===== config.mk =====
export PLATFORM = sky130hd
export DESIGN_NAME = deserializer
export DESIGN_NICKNAME = d
export VERILOG_FILES = /design/src/rtl/deserializer_pkg.sv /design/src/rtl/deser_out_reg.sv /design/src/rtl/deserializer.sv
export SDC_FILE = /design/constraint.sdc
export NUM_CORES = 1
export LEC_CHECK = 0
export ABC_CLOCK_PERIOD_IN_PS = 4300
export CORE_MARGIN = 2
export CORE_UTILIZATION = 61
export DETAILED_ROUTE_END_ITERATION = 12
export PLACE_DENSITY_LB_ADDON = 0.05
export SLEW_MARGIN = 20
export SYNTH_ARGS = -nofsm -noshare
export SYNTH_HDL_FRONTEND = slang
export SYNTH_SLANG_ARGS = --single-unit

===== constraint.sdc =====
create_clock -name clk_i -period 4.3 [get_ports clk_i]
set_input_delay 0.86 -clock clk_i [delete_from_list [all_inputs] [get_ports clk_i]]
set_output_delay 0.86 -clock clk_i [all_outputs]
set_load 0.05 [all_outputs]

===== src/rtl/deserializer_pkg.sv =====
// deserializer shared types and defaults.
// Word width, idle timeout and length-field sizing.
package deserializer_pkg;

    typedef enum logic {
        IDLE,
        RECV
    } deser_state_t;

    localparam int DEF_DATA_W  = 16;
    localparam int DEF_TIMEOUT = 4;

    function automatic int len_w(input int data_w);
        return $clog2(data_w + 1);
    endfunction

endpackage


===== src/rtl/deser_out_reg.sv =====
// Valid/ready holding register for assembled words.
// Drops a new word when the held one is stalled.
module deser_out_reg
    import deserializer_pkg::*;
#(
    parameter int DATA_W = DEF_DATA_W,
    parameter int LW     = len_w(DEF_DATA_W)
) (
    input  logic              clk_i,
    input  logic              arstn_i,
    input  logic              load_i,
    input  logic [DATA_W-1:0] data_i,
    input  logic [LW-1:0]     len_i,
    input  logic              rdy_i,
    output logic              val_o,
    output logic [DATA_W-1:0] data_o,
    output logic [LW-1:0]     len_o,
    output logic              overflow_o
);

    // load on free/draining slot, flag overflow on stall, clear on accept
    always_ff @(posedge clk_i or negedge arstn_i) begin
        if (!arstn_i) begin
            val_o      <= 1'b0;
            data_o     <= '0;
            len_o      <= '0;
            overflow_o <= 1'b0;
        end else if (load_i) begin
            if (!val_o || rdy_i) begin
                val_o  <= 1'b1;
                data_o <= data_i;
                len_o  <= len_i;
            end else begin
                overflow_o <= 1'b1;
            end
        end else if (val_o && rdy_i) begin
            val_o <= 1'b0;
        end
    end

endmodule


===== src/rtl/deserializer.sv =====
// Serial-to-parallel receiver, MSB first.
// Short words are flushed left-aligned after an idle timeout.
module deserializer
    import deserializer_pkg::*;
#(
    parameter int DATA_W  = DEF_DATA_W,
    parameter int TIMEOUT = DEF_TIMEOUT
) (
    input  logic                        clk_i,
    input  logic                        arstn_i,
    input  logic                        ser_data_i,
    input  logic                        ser_data_val_i,
    output logic [DATA_W-1:0]           deser_data_o,
    output logic [len_w(DATA_W)-1:0]    deser_len_o,
    output logic                        deser_data_val_o,
    input  logic                        deser_data_rdy_i,
    output logic                        busy_o,
    output logic                        overflow_o
);

    localparam int LW = len_w(DATA_W);
    // idle counter only needs to hold 0..TIMEOUT-1
    localparam int IW = (TIMEOUT > 1) ? $clog2(TIMEOUT) : 1;

    deser_state_t      state_q;
    deser_state_t      state_d;
    logic [DATA_W-1:0] shift_q;
    logic [LW-1:0]     cnt_q;
    logic [IW-1:0]     idle_q;
    logic              complete;
    logic              timeout;
    logic              load;
    logic [DATA_W-1:0] load_data;
    logic [LW-1:0]     load_len;

    assign complete = ser_data_val_i && (cnt_q == LW'(DATA_W - 1));
    assign timeout  = (state_q == RECV) && !ser_data_val_i &&
                      (idle_q == IW'(TIMEOUT - 1));
    assign busy_o   = (state_q == RECV);

    // state register
    always_ff @(posedge clk_i or negedge arstn_i) begin
        if (!arstn_i) begin
            state_q <= IDLE;
        end else begin
            state_q <= state_d;
        end
    end

    // next-state: enter on first bit, leave on completion or timeout
    always_comb begin
        state_d = state_q;
        unique case (state_q)
            IDLE: if (ser_data_val_i) state_d = RECV;
            RECV: if (complete || timeout) state_d = IDLE;
        endcase
    end

    // word handed to the output register on completion or flush
    always_comb begin
        load      = 1'b0;
        load_data = '0;
        load_len  = '0;
        if (complete) begin
            load      = 1'b1;
            load_data = {shift_q[DATA_W-2:0], ser_data_i};
            load_len  = LW'(DATA_W);
        end else if (timeout) begin
            load      = 1'b1;
            load_data = shift_q << (LW'(DATA_W) - cnt_q);
            load_len  = cnt_q;
        end
    end

    // shift register, bit counter and idle counter
    always_ff @(posedge clk_i or negedge arstn_i) begin
        if (!arstn_i) begin
            shift_q <= '0;
            cnt_q   <= '0;
            idle_q  <= '0;
        end else if (ser_data_val_i) begin
            shift_q <= {shift_q[DATA_W-2:0], ser_data_i};
            cnt_q   <= complete ? '0 : cnt_q + 1'b1;
            idle_q  <= '0;
        end else if (timeout) begin
            cnt_q  <= '0;
            idle_q <= '0;
        end else if (state_q == RECV) begin
            idle_q <= idle_q + 1'b1;
        end
    end

    deser_out_reg #(
        .DATA_W(DATA_W),
        .LW    (LW)
    ) u_out (
        .clk_i     (clk_i),
        .arstn_i   (arstn_i),
        .load_i    (load),
        .data_i    (load_data),
        .len_i     (load_len),
        .rdy_i     (deser_data_rdy_i),
        .val_o     (deser_data_val_o),
        .data_o    (deser_data_o),
        .len_o     (deser_len_o),
        .overflow_o(overflow_o)
    );

endmodule

### Yosys cells after proc, flatten, opt, wreduce, memory -nomap -nowiden

Cells that the tools add are included.

* mux-type cells: 18
* bitwise operators: 2
* divide/modulo/power cells: 0
* $add $sub $neg: 3
* magnitude comparators: 0
* eq/ne operators: 3
* shift operators: 1
* reduce and logical (&&, ||, !) cells: 14
* multiply operators: 0

Operators with widths (count)
* $mux 16: 2
* $mux 5: 5
* $shl 16x5->16: 1
* $mux 1: 7
* $mux 2: 3
* $reduce_and 2->1: 3
* $add 5x1->5 const B: 1
* $eq 5x4->1 const B: 1
* $sub 5x5->5 const A: 1
* $logic_and 1x1->1: 4
* $reduce_bool 2->1: 2
* $reduce_bool 3->1: 1
* $add 2x1->2 const B: 1
* $eq 2x2->1 const B: 1
* $logic_not 1->1: 2
* $logic_or 1x1->1: 2
* $ne 2x1->1 const B: 1
* $not 1->1: 2
* $pmux 1 s2: 1

* bits in registers: 47
* memories kept: 0
* bits in writable memories: 0
* output and inout bits: 24
* bits in latches: 0
* ROM bits: 0
* bits of input ports: 5

### Depth between registers and ports, before layout

Gate-level depths: netlist (run 1).

* depth after elaboration: 7
* gate-level depth with buffers: 12

### By module

Synthesis (run 1) repeated with hierarchy kept, for this count alone.

* cells, all modules: 233
* area total of the unflattened synthesis: 2857.7 um2

By module, submodules not included
* deserializer: area an instance 1890.6 um2, times used 1, cells an instance 182, sequential area each 600.6 um2
* deser_out_reg: area an instance 967.2 um2, times used 1, cells an instance 51, sequential area each 575.6 um2

### Least setup slack after synthesis (run 1)

No wires, ideal clock.

* path kind: reg-to-reg
* start point: register cnt_q[0]
* end point: register u_out.data_o[15]
* path slack: 1694 ps
* stages on the path, launching flop included: 13
* required time: 4173 ps
* period minus slack after synthesis: 2606 ps
* arrival: 2479 ps
* setup time: 127 ps
* buffers on the path: 5
* path through: dfrtp_1 -> buf_6 -> buf_8 -> buf_2 -> inv_1 -> ha_1 -> buf_2 -> buf_2 -> mux4_2 -> mux2i_1 -> mux2i_1 -> a221oi_1 -> nor2_1

* cells in the longest elaborated chain, start to end: 4
* elaborated cells between the ends (all ways): 8
* classes of those cells: 1 x add/sub; 1 x eq/ne; 1 x shift; 3 x mux; 2 x reduce/logical

Ends and longest elaborated chain
* start, declared: RTL line deserializer.sv:28 `logic [LW-1:0] cnt_q;`
* start signal, assigned: RTL line deserializer.sv:83 `cnt_q <= complete ? '0 : cnt_q + 1'b1;`
* $sub 5x5->5 / $eq 5x4->1 (equally long branches): RTL line deserializer.sv:70, deserializer.sv:36
* $shl 16x5->16 / $logic_and 1x1->1 (equally long branches): RTL line deserializer.sv:70, deserializer.sv:36
* $mux 16 / $mux 1 (equally long branches): RTL line deserializer.sv:68, deserializer.sv:64
* $mux 16 / $reduce_and 2->1 (equally long branches)
* end signal, assigned: RTL line deser_out_reg.sv:31 `data_o <= data_i;`
* end, declared: RTL line deser_out_reg.sv:16 `output logic [DATA_W-1:0] data_o,`

Several ways; a longest one is shown, not always the timed one.
A chain may end at the register's enable or synchronous reset.

### Worst setup path in the final report (run 1)

Same ends and word-level chain as after synthesis.

==> results of run 1 <==
## cells by family (layout without fill, tap and decap cells)
| kind of cell | after synthesis | count (layout) | synth area share, % |
|---|---|---|---|
| mux | 39 | 39 | 22.4 |
| compound gates | 53 | 53 | 13.4 |
| flops | 47 | 47 | 44.0 |
| fa+ha+maj | 3 | 3 | 1.40 |
| buf+inv | 22 | 45 | 4.31 |
| simple gates | 69 | 69 | 12.4 |
| xor+xnor | 5 | 5 | 2.20 |
## metal layers
metal / vias up / wire length [um] / global-route usage [%]
li1: 924 / - / -
met1: 997 / 2660 / 39.8
met2: 100 / 2770 / 37.6
met3: 4 / 471 / 6.20
met4: 0 / 23 / 7.05
met5: - / 0 / 0
## cells in the mapped netlist, types with 2 or more instances
| cell type | instances |
|---|---|
| sky130_fd_sc_hd__mux2_2 | 16 |
| sky130_fd_sc_hd__nand4_1 | 5 |
| sky130_fd_sc_hd__nand3_1 | 5 |
| sky130_fd_sc_hd__o311ai_1 | 2 |
| sky130_fd_sc_hd__buf_2 | 8 |
| sky130_fd_sc_hd__a32oi_1 | 2 |
| sky130_fd_sc_hd__a2bb2oi_1 | 2 |
| sky130_fd_sc_hd__nor3_1 | 2 |
| sky130_fd_sc_hd__o211ai_1 | 4 |
| sky130_fd_sc_hd__mux2i_1 | 8 |
| sky130_fd_sc_hd__ha_1 | 3 |
| sky130_fd_sc_hd__inv_1 | 4 |
| sky130_fd_sc_hd__a22o_1 | 4 |
| sky130_fd_sc_hd__o21a_1 | 3 |
| sky130_fd_sc_hd__o21ai_0 | 6 |
| sky130_fd_sc_hd__a21oi_1 | 10 |
| sky130_fd_sc_hd__nand3b_1 | 2 |
| sky130_fd_sc_hd__o21ai_1 | 4 |
| sky130_fd_sc_hd__xor2_2 | 2 |
| sky130_fd_sc_hd__a31oi_1 | 8 |
| sky130_fd_sc_hd__mux4_2 | 15 |
| sky130_fd_sc_hd__clkbuf_1 | 7 |
| sky130_fd_sc_hd__xnor2_1 | 3 |
| sky130_fd_sc_hd__nor2_1 | 20 |
| sky130_fd_sc_hd__a21o_1 | 2 |
| sky130_fd_sc_hd__dfrtp_1 | 47 |
| sky130_fd_sc_hd__nand2_1 | 25 |
## power groups by stage
stage	logic (W)	registers [W]	clock network (W)
detailed placement	0.00143	0.000828	0
global placement	0.00141	0.000817	0
CTS	0.00144	0.000819	0.000338
global route	0.00154	0.000846	0.000351
floorplan	0.000806	0.00107	0
finish	0.00145	0.000821	0.000328
## worst max-delay path, stage by stage, from the launching register on
cell,delay (ns)
sky130_fd_sc_hd__dfrtp_1,0.53
sky130_fd_sc_hd__inv_1,0.08
sky130_fd_sc_hd__ha_1,0.79
sky130_fd_sc_hd__mux4_2,0.62
sky130_fd_sc_hd__mux2i_1,0.22
sky130_fd_sc_hd__mux2i_1,0.10
sky130_fd_sc_hd__a221oi_1,0.31
sky130_fd_sc_hd__nor2_1,0.08
## cell usage in the layout (no fill, tap or decap), types with 2 or more instances in the layout
master / n
sky130_fd_sc_hd__mux4_2: 15
sky130_fd_sc_hd__a2bb2oi_1: 2
sky130_fd_sc_hd__a31oi_1: 8
sky130_fd_sc_hd__o21ai_0: 6
sky130_fd_sc_hd__nor3_1: 2
sky130_fd_sc_hd__dfrtp_1: 47
sky130_fd_sc_hd__xor2_2: 2
sky130_fd_sc_hd__xnor2_1: 3
sky130_fd_sc_hd__mux2_2: 16
sky130_fd_sc_hd__buf_4: 6
sky130_fd_sc_hd__a21o_1: 2
sky130_fd_sc_hd__ha_1: 3
sky130_fd_sc_hd__nand3b_1: 2
sky130_fd_sc_hd__o21ai_1: 4
sky130_fd_sc_hd__nor2_1: 20
sky130_fd_sc_hd__mux2i_1: 8
sky130_fd_sc_hd__inv_1: 4
sky130_fd_sc_hd__a32oi_1: 2
sky130_fd_sc_hd__nand3_1: 5
sky130_fd_sc_hd__a22o_1: 4
sky130_fd_sc_hd__nand4_1: 5
sky130_fd_sc_hd__clkdlybuf4s50_1: 27
sky130_fd_sc_hd__o21a_1: 3
sky130_fd_sc_hd__a21oi_1: 10
sky130_fd_sc_hd__o211ai_1: 4
sky130_fd_sc_hd__clkbuf_8: 5
sky130_fd_sc_hd__nand2_1: 25
sky130_fd_sc_hd__o311ai_1: 2
## worst paths after layout
kind                                              startpoint                            to  slack [ns]  cells after the start
max in group asynchronous                            arstn_i       shift_q[15]$_DFFE_PN0P_        3.32                      1
worst min-delay path            u_out.overflow_o$_DFFE_PN0P_  u_out.overflow_o$_DFFE_PN0P_        0.48                      1
min in group asynchronous                            arstn_i   u_out.data_o[8]$_DFFE_PN0P_        0.54                      1
worst max register to register          cnt_q[0]$_DFFE_PN0P_  u_out.data_o[15]$_DFFE_PN0P_        1.46                      7
worst max-delay path                    cnt_q[0]$_DFFE_PN0P_  u_out.data_o[15]$_DFFE_PN0P_        1.46                      7
worst min register to register  u_out.overflow_o$_DFFE_PN0P_  u_out.overflow_o$_DFFE_PN0P_        0.48                      1
## cell type report
type	count	area share, %
flip-flops and latches	47	38.4
repair buffers	33	10.3
inverters	4	0.490
well taps	52	2.12
clock inverters	3	1.43
clock buffers	5	2.24
multi-input cells	169	45.1
## registers in the layout, indices dropped and copies added (netlist names)
signal and flops:
busy_o 1, cnt_q 5, idle_q 2, shift_q 16, u_out.data_o 16, u_out.len_o 5
u_out.overflow_o 1, u_out.val_o 1
## through the flow
stage / total power (W) / instance area (um^2) / util, % / instances / setup slack [ns]
after detailed placement: 0.00226 / 2950 / 68.7 / 305 / 1.16
after CTS: 0.00260 / 3060 / 71.4 / 313 / 1.46
after floorplan: 0.00188 / 2670 / - / 238 / 1.69
after global placement: 0.00222 / 2950 / 68.7 / 305 / 1.27
after global routing: 0.00273 / 3070 / 71.4 / 313 / 1.29
final: 0.00259 / 3070 / 71.4 / 313 / 1.46
==> results.env, run 1 <==
OUTCOME='finished clean'
CLOCK_PATH_BUFFERS=2
CRIT_PATH_START_KIND='flop'
WORST-SETUP-PATH-TYPE='reg -> reg'
SYNTH.FF_LATCH_COUNT=47
WORST_SLEW_MARGIN_REL_PCT=45.9
GRT_PASS1_VIAS=1907
SYNTHFLOPTYPE='sky130_fd_sc_hd__dfrtp_1'
REPORT.FINAL.SETUP_VIOL=0
SYNTH_TOP_AREA_SHARE_PCT=44.0
YS_TYPES=46
FINAL_PERIOD_MINUS_WORST_SETUP_SLACK_NS=2.84
WORST_SKEW_PAIR.LATE_LATENCY_NS=0.31
CLOCK_TREE.HTREE_LEVEL_COUNT=2
GPL.FINAL_WEIGHTED_CONGESTION=0.895
CP-END-KIND='flop'
FINALHOLDVIOLCOUNT=0
YOSYS-TOP-CELLS-AREA='sky130_fd_sc_hd__dfrtp_1 44%, sky130_fd_sc_hd__mux4_2 13%, sky130_fd_sc_hd__mux2_2 6.7%'
CRITICAL_PATH_PEAK_FANOUT=20
FIN_WORST_HOLD_SLACK_NS=0.479
INITIAL_ANTENNA_VIOLATION_COUNT=0
DIE_HEIGHT_UM=70.2
SYNTH_TOP_AREA_CELL='sky130_fd_sc_hd__dfrtp_1'
ROUTED_VIA_DENSITY=6.47
WORST_EP_REQUIRED_TIME_NS=4.50
DETAIL_ROUTE.FIRST_PASS.ITERATIONS=4
TOTAL_OF_MAX_CAP_VIOLATIONS=0
WORST_PIN_SLEW_NS=0.811
FINALCLOCKSKEW_NS=0.0163
CTS-HOLD-FIX-BUFFERS=0
CLK_TRANSITION_REPORTED_PATHS_NS=0.10
SWITCHINGPOWER_W=0.00118
GRT_OVERFLOW_TOTAL=0
FINAL_LAYOUT_SIZE_SUFFIX_GT1_SHARE_PCT=19.5
CTS_BUFFERS=5
POST_SYNTH_INSTANCE_AREA_UM2=2670
SYNTH_ENABLE_FLOP_CELLS=0
DP_HPWL_UM=4060
SEQUENTIALPOWERSHARE_PCT=31.6
LAYOUT_WORST_PATH_CYCLE_SHARE_PCT=66.1
FINAL_NET_COUNT=268
GRT_MAX_DEGREE=48
AREA_OCCUPIED_BY_MULTI_INPUT_GATES_UM2=1380
IOS=29
FINALWIRELENGTH_UM=5930
STATIC-LEAKAGE-POWER_nW=1.24
FINAL_MAX_SLEW_VIOL_COUNT=0
DR_TOTAL_VIAS=2025
COREAREA_UM2=4290
NUM_ANTENNA_CELLS=0
SYNTHESIS.INSTANCES=238
POWERDENSITY_nW_PER_UM2=846
POST-ROUTE-DRC-COUNT=0
DIE_AREA_UM2=4930
TRITONCTS_NUM_SINKS=47
FLOORPLAN.INITIALDENSITY_PCT=62.3
SHARE_COMB_OF_TOTAL_POWER_PCT=55.7
PWR-SHARE-CLK_PCT=12.6
CTS_TREE='done'
YS.WARNINGS.COUNT=0
FINAL_ROUTED_WIRE_LENGTH_DIVIDED_BY_CELL_COUNT_UM=18.9
AVERAGE_CELL_AREA_AFTER_SYNTHESIS_UM2=11.2
ANTENNA_LEFT=0
LAYOUT.AREA.SEQ_UM2=1180
CTS_REPAIR_RESIZE_COUNT=0
MAX-VDD-IR-DROP_V=0.000445
FILLER_CELL_COUNT=340
PLACEMENT.IO_BUFFERS=28
ITERATION_0_DRC_COUNT_OF_THE_DETAILED_ROUTER=245
SWITCHING_SHARE_PCT=45.6
FLOW.AREA_GROWTH_FROM_SYNTHESIS_PCT=14.7
SYNTH_SEQUENTIAL_AREA_RATIO_PCT=44.0
PLACEMENT_ROWS=24
GRT_UTIL_ALL_LAYERS_PCT=26.0
POSTSYNTHNETCOUNT=246
FP.DIEW_UM=70.2
CLOCK.FMAX_GHz=0.352
SYNTH_ASYNC_SR_FLOP_SHARE_PCT=100
CLK_ROOT_BUFFER_CELL='sky130_fd_sc_hd__clkbuf_8'
RSZ0062_AT_GRT='no'
FIRST_PASS_GRT_WIRE_LENGTH_UM=9990
ARR_TIME_CRIT_PATH_NS=3.04
SETUP-TNS-FINAL_NS=0
PATH_CLASS_OF_THE_LOWEST_SLACK_MIN_DELAY_PATH='reg -> reg'
POST-CTS-SETUP-BUFFERS=0
POWER_REPORT.INTERNAL_TOTAL_W=0.00141
No activity file was read; power rests on OpenSTA's default activity.
==> inputs of run 2 (changes only) <==
ABC_CLOCK_PERIOD_IN_PS = 2300   (was 4300)
CORE_UTILIZATION = 51   (was 61)
clock period = 2.3 ns   (was 4.3 ns; I/O delays follow)
==> results.env, run 2 (synthesis gave the netlist of run 1 again) <==
OUTCOME='finished clean'
CRITICAL_PATH.MOST_COMMON_CELL='sky130_fd_sc_hd__mux2i_1'
FIRST_PASS_GRT_WIRE_LENGTH_UM=9940  # -0.49%
CLOCK.FMAX_GHz=0.470  # +34%
WORST_SLEW_MARGIN_REL_PCT=66.8  # +21 points
DP_HPWL_UM=4290  # +5.6%
PLACEMENT_ROWS=26  # +8.3%
FILLER_CELL_COUNT=412  # +21%
POWERDENSITY_nW_PER_UM2=1510  # +79%
WORST-R2R-SETUP-SLACK_NS=0.17  # -1.29 ns
DR_TOTAL_VIAS=2067  # +2.1%
FLOW.AREA_GROWTH_FROM_SYNTHESIS_PCT=19.6
COREAREA_UM2=5070  # +18%
FIN_WORST_HOLD_SLACK_NS=0.0532  # -0.426 ns
WORST-SETUP-PATH-TYPE='reg -> reg'
CRIT_PATH_START_KIND='flop'
CTS_REPAIR_RESIZE_COUNT=0  # unchanged
REGTOREGENDPOINT='u_out.data_o[15]$_DFFE_PN0P_'
DIE_HEIGHT_UM=76.4  # +8.8%
DIE_AREA_UM2=5840  # +18%
INITIAL_ANTENNA_VIOLATION_COUNT=0  # unchanged
LAYOUT.AREA.SEQ_UM2=1180  # unchanged
CLOCK_PATH_BUFFERS=2  # unchanged
CLOCK_TREE.HTREE_LEVEL_COUNT=2  # unchanged
WORST_EP_REQUIRED_TIME_NS=2.48  # -2.02 ns
SETUP-TNS-FINAL_NS=0  # unchanged
FINAL_PERIOD_MINUS_WORST_SETUP_SLACK_NS=2.13  # -0.715 ns
PATH_CLASS_OF_THE_LOWEST_SLACK_MIN_DELAY_PATH='in -> async'
POST-CTS-SETUP-BUFFERS=0  # unchanged
IOS=29  # unchanged
TRITONCTS_NUM_SINKS=47  # unchanged
CRITICAL_PATH_PEAK_FANOUT=12  # -40%
FINAL_NET_COUNT=282  # +5.2%
FP.DIEW_UM=76.4  # +8.8%
DP_CELLS=337  # +10%
AREA_OCCUPIED_BY_MULTI_INPUT_GATES_UM2=1400  # +0.90%
CLK_TRANSITION_REPORTED_PATHS_NS=0.09  # about the same
MOST-COMMON-LAYOUT-CELLS='47 x sky130_fd_sc_hd__dfrtp_1, 27 x sky130_fd_sc_hd__clkdlybuf4s50_1, 25 x sky130_fd_sc_hd__nand2_1'
CTS-HOLD-FIX-BUFFERS=0  # unchanged
R2R-START='cnt_q[0]$_DFFE_PN0P_'
GRT_OVERFLOW_TOTAL=0  # unchanged
TIMING.REG2REG.WORST_PATH_DEPTH=7  # unchanged
FINALWIRELENGTH_UM=5880  # -0.84%
FLOORPLAN.INITIALDENSITY_PCT=52.7  # -9.6 points
REPORT.FINAL.SETUP_VIOL=0  # unchanged
WORST_SKEW_PAIR.LATE_LATENCY_NS=0.30  # about the same
GRT_PASS1_VIAS=1965  # +3.0%
STATIC-LEAKAGE-POWER_nW=1.30  # +4.5%
ROUTED_VIA_DENSITY=5.99  # -7.4%
FINAL_COMMON_CELL='sky130_fd_sc_hd__dfrtp_1'
CP-END-KIND='flop'
CTS_TREE='done'
ITERATION_0_DRC_COUNT_OF_THE_DETAILED_ROUTER=167  # -32%
POST_LAYOUT_NONFILLER_INSTANCES=345  # +10%
WORST_PIN_SLEW_NS=0.496  # -0.315 ns
MAX-VDD-IR-DROP_V=0.000744  # +67%
ANTENNA_LEFT=0  # unchanged
NUM_ANTENNA_CELLS=0  # unchanged
FINALCLOCKSKEW_NS=0.0109  # -0.00538 ns
CRIT_PATH_CELL_TRACE='inv_2 -> ha_4 -> mux4_2 -> mux2i_1 -> mux2i_1 -> a221oi_1 -> nor2_1'
CTS_BUFFERS=5  # unchanged
RSZ0062_AT_GRT='no'
DETAIL_ROUTE.FIRST_PASS.ITERATIONS=4  # unchanged
FINAL_MAX_SLEW_VIOL_COUNT=0  # unchanged
TOTAL_OF_MAX_CAP_VIOLATIONS=0  # unchanged
LAYOUT_WORST_PATH_CYCLE_SHARE_PCT=92.6  # +26 points
SLOWEST_DELAY_NS=0.53  # -0.26 ns
GRT_UTIL_ALL_LAYERS_PCT=21.2  # -4.8 points
POST-ROUTE-DRC-COUNT=0  # unchanged
CPMAXSTAGEDELAYCELL='sky130_fd_sc_hd__mux4_2'
GPL.FINAL_WEIGHTED_CONGESTION=0.901  # +0.67%
GRT_MAX_DEGREE=32  # -33%
FINAL_ROUTED_WIRE_LENGTH_DIVIDED_BY_CELL_COUNT_UM=17.0  # -10%
FINAL_LAYOUT_SIZE_SUFFIX_GT1_SHARE_PCT=23.6  # +4.1 points
PLACEMENT.IO_BUFFERS=28  # unchanged
CLK_ROOT_BUFFER_CELL='sky130_fd_sc_hd__clkbuf_8'
FINALHOLDVIOLCOUNT=0  # unchanged
ARR_TIME_CRIT_PATH_NS=2.31  # -0.73 ns
TOP_REGS='shift_q (16), u_out.data_o (16)'
==> run 2: how the worst max path moves through the flow <==
| stage | start | endpoint | depth (start not counted) |
|---|---|---|---|
| after global placement | ser_data_val_i | u_out.data_o[9]$_DFFE_PN0P_ | 7 |
| after global routing | cnt_q[0]$_DFFE_PN0P_ | u_out.data_o[1]$_DFFE_PN0P_ | 9 |
| after detailed placement | ser_data_val_i | u_out.data_o[9]$_DFFE_PN0P_ | 7 |
| after CTS | cnt_q[0]$_DFFE_PN0P_ | u_out.data_o[13]$_DFFE_PN0P_ | 7 |
| final | cnt_q[0]$_DFFE_PN0P_ | u_out.data_o[15]$_DFFE_PN0P_ | 7 |
| after floorplan | cnt_q[0]$_DFFE_PN0P_ | u_out.data_o[15]$_DFFE_PN0P_ | 11 |
==> run 2: where the power goes <==
group	switching [W]	leakage (nW)	internal [W]
logic	0.00156	0.678	0.00131
registers	0.000348	0.580	0.00114
clock network	0.000270	0.0422	0.000214
==> run 2: worst max-delay path, delay by kind of cell (launching register included) <==
kind	cells	cell delay [ns]
buffers and inverters	1	0.06
AO/OA/AOI/OAI	1	0.29
multiplexers	3	0.81
adder cells (fa/ha/maj)	1	0.34
flip-flops	1	0.42
AND/OR/NAND/NOR	1	0.07
==> run 2: metrics by stage <==
stage / power (W) / utilization (%) / setup WS [ns] / cell area (um^2)
2_1_floorplan: 0.00356 / - / -0.0840 / 2700
5_1_grt: 0.00515 / 63.0 / 0.0427 / 3200
4_1_cts: 0.00486 / 63.0 / 0.170 / 3200
3_3_place_gp: 0.00435 / 61.4 / 0.0735 / 3120
6_report: 0.00484 / 63.0 / 0.171 / 3200
3_5_place_dp: 0.00438 / 61.4 / 0.0505 / 3120
==> run 2: area by class of cell <==
class / count / share of cell area, %
Inverter: 4 / 0.469
Clock inverter: 1 / 0.156
Tap cell: 70 / 2.74
Timing Repair Buffer: 47 / 13.8
Sequential cell: 47 / 36.8
Clock buffer: 7 / 2.39
Multi-Input combinational cell: 169 / 43.6
==> run 2: per-layer routing <==
layer | wire length (um) | track usage [%] | vias up | part of all wire, %
met1 | 2810 | 31.6 | 1031 | 48
met4 | 80 | 6.00 | 0 | 1.4
met5 | 0 | 0 | - | 0
met2 | 2680 | 32.5 | 71 | 46
li1 | - | - | 957 | -
met3 | 306 | 3.32 | 8 | 5.2
==> inputs of run 3 (changes only) <==
CAP_MARGIN = 20   (was unset)
==> results of run 3 <==
The final DEF is identical to that of run 2; final timing and power are the same.
==> variant (flow settings as in run 2) <==
Register the output `overflow_o`, without a reset; this adds one clock of latency there. The other outputs are not delayed to match.
--- a/src/rtl/deserializer.sv
+++ b/src/rtl/deserializer.sv
@@ -23,2 +23,4 @@
     localparam int IW = (TIMEOUT > 1) ? $clog2(TIMEOUT) : 1;
+
+    logic overflow_d;
 
@@ -105,5 +107,9 @@
         .len_o     (deser_len_o),
-        .overflow_o(overflow_o)
+        .overflow_o(overflow_d)
     );
 
+    always_ff @(posedge clk_i) begin
+        overflow_o <= overflow_d;
+    end
+
 endmodule
Check against the original RTL: same outputs for any inputs over 10 cycles, from zero or initial values and one cycle with arstn_i low; that may be too few to reach the edited logic, so the function may still have changed.
==> variant against run 2 <==
Highest routed layer unchanged. Largest cell class unchanged. Setup slack better by 0.021 ns. Critical path depth down 6. Wire length down 1.7%. Sequential share of layout area up 0.11 points. Power up 1.0%. Design area up 1.4%. Synthesized area up 0.75%. First-iteration DRC count up 3.0%. Sequential cell count up 1.
==> variant: results (changes against run 2) <==
metric	value	unit	change
xor/xnor share of the synthesized area	0.0218		was 0.0220
FFs w/ async S/R, synth	0.979		was 1.00
post-synthesis sequential area ratio	0.444		was 0.440
port bufs	28		unchanged
CTS resizes	0		unchanged
Worst path slowest cell	clkdlybuf4s50_1		was mux4_2
setup_tns	0	ns	unchanged
antenna violations before repair	0		unchanged
GP Congestion	0.913		was 0.901
switching part of the total	0.445		was 0.449
CTS Buf Count	5		unchanged
worst-margin pin slew	0.548	ns	was 0.496 ns
Max IR drop VDD	0.000643	V	was 0.000744 V
GRT Total Usage	0.212		about the same
multiplexer area fraction after synthesis	0.222		was 0.224
Crit Path Max Fanout	7		was 12
Initial DRC Count	172		was 167
Leakage	1.32	nW	was 1.30 nW
largest net degree at the start of global routing	25		was 32
Synth Flop Type	dfrtp_1		unchanged
Clock Tree Buf Depth	2		unchanged
Worst Hold Class	input port to asynchronous set/reset pin		unchanged
adder-cell area share of the yosys netlist	0.0139		was 0.0140
number of global-route vias before repair	1822		was 1965
WP data arrival	1.65	ns	was 2.31 ns
leading cell types by count after synthesis	dfrtp_1, nand2_1, nor2_1		unchanged
Clock Skew	0.00600	ns	was 0.0109 ns
global-route wire length before repair	9.72	mm	was 9.94 mm
met1 wire length	2.88	mm	was 2.81 mm
H-Tree Depth	2		unchanged
met3 WL	279	um	was 306 um
CP peak stage delay	0.85	ns	was 0.53 ns
Clock transition at path regs	0.09	ns	about the same
cell count after synthesis	239		was 238
Synth area leaders	dfrtp_1, mux4_2, mux2_2, nand2_1, mux2i_1		unchanged
Yosys cell types	47		was 46
Synth Area in Compound Gates	0.133		was 0.134
DR WL met2	2.56	mm	was 2.68 mm
DR top layer	met4		unchanged
Final #Nets	283		was 282
Root Buffer	clkbuf_8		unchanged
Vias/cell	5.86		was 5.99
worst skew pair latency	0.30	ns	about the same
post-CTS setup buffer count	0		unchanged
Top delay family on crit path	buffers and inverters		was multiplexers
routed wire length	5.78	mm	was 5.88 mm
Syn. warnings	0		unchanged
Largest regs	shift_q x16, u_out.data_o x16		unchanged
share of cells above drive strength 1	0.239		was 0.236
Placed Cells	338		was 337
status	finished clean		unchanged
Cell Count, Final, Fillers Out	346		was 345
hpwl dp	4.29	mm	about the same
Pre-antenna DRT Iters	4		unchanged
syn nets	247		was 246
# diodes	0		unchanged
-- variant: kinds of logic (layout without fill, tap and decap cells) --
| family | after synthesis | in the layout |
|---|---|---|
| adder cells (fa/ha/maj) | 3 | 3 |
| AND/OR/NAND/NOR | 69 | 69 |
| AO/OA/AOI/OAI | 53 | 53 |
| flip-flops | 48 | 48 |
| buffers and inverters | 22 | 59 |
| multiplexers | 39 | 39 |
| XOR/XNOR | 5 | 5 |
-- variant: power by group through the flow --
stage | clock network, mW | registers, mW | logic (mW)
3_3_place_gp | 0 | 1.52 | 2.84
6_report | 0.521 | 1.51 | 2.86
5_1_grt | 0.579 | 1.56 | 3.05
2_1_floorplan | 0 | 2.03 | 1.56
4_1_cts | 0.533 | 1.51 | 2.86
3_5_place_dp | 0 | 1.53 | 2.86
-- variant: per-layer routing --
metal	vias to the layer above	GRT usage
met3	6	0.0376
met1	1000	0.348
met2	55	0.285
li1	965	-
met5	-	0
met4	0	0.0600
-- variant: path summary, 6_finish.rpt --
check                            startpoint                to  slack, ns  cells after the start
hold / removal                      arstn_i       u_out.val_o       0.13                      1
max in group asynchronous           arstn_i        shift_q[8]       1.65                      2
setup / recovery                     busy_o            busy_o       0.19                      1
hold reg to reg            u_out.overflow_o        overflow_o       0.38                      0
setup reg to reg                   cnt_q[0]  u_out.data_o[15]       0.23                      7
min in group clk_i         u_out.overflow_o        overflow_o       0.38                      0
-- variant: cell type report --
| type | instances | area, um^2 |
|---|---|---|
| inverters | 4 | 15.0 |
| repair buffers | 47 | 455 |
| clock inverters | 1 | 7.51 |
| clock buffers | 7 | 86.3 |
| fillers | 441 | 1860 |
| well taps | 70 | 87.6 |
| flip-flops and latches | 48 | 1200 |
| multi-input cells | 169 | 1400 |
-- variant: stage by stage --
stage	power (mW)	instance area, um^2	util	setup slack [ns]	hold slack [ns]
CTS	4.91	3240	0.635	0.189	0.153
finish	4.89	3240	0.635	0.192	0.131
detailed placement	4.39	3150	0.617	0.0956	0.359
floorplan	3.59	2720	-	-0.0840	0.164
global placement	4.36	3150	0.617	0.145	0.358
global route	5.20	3240	0.635	0.0927	0.172
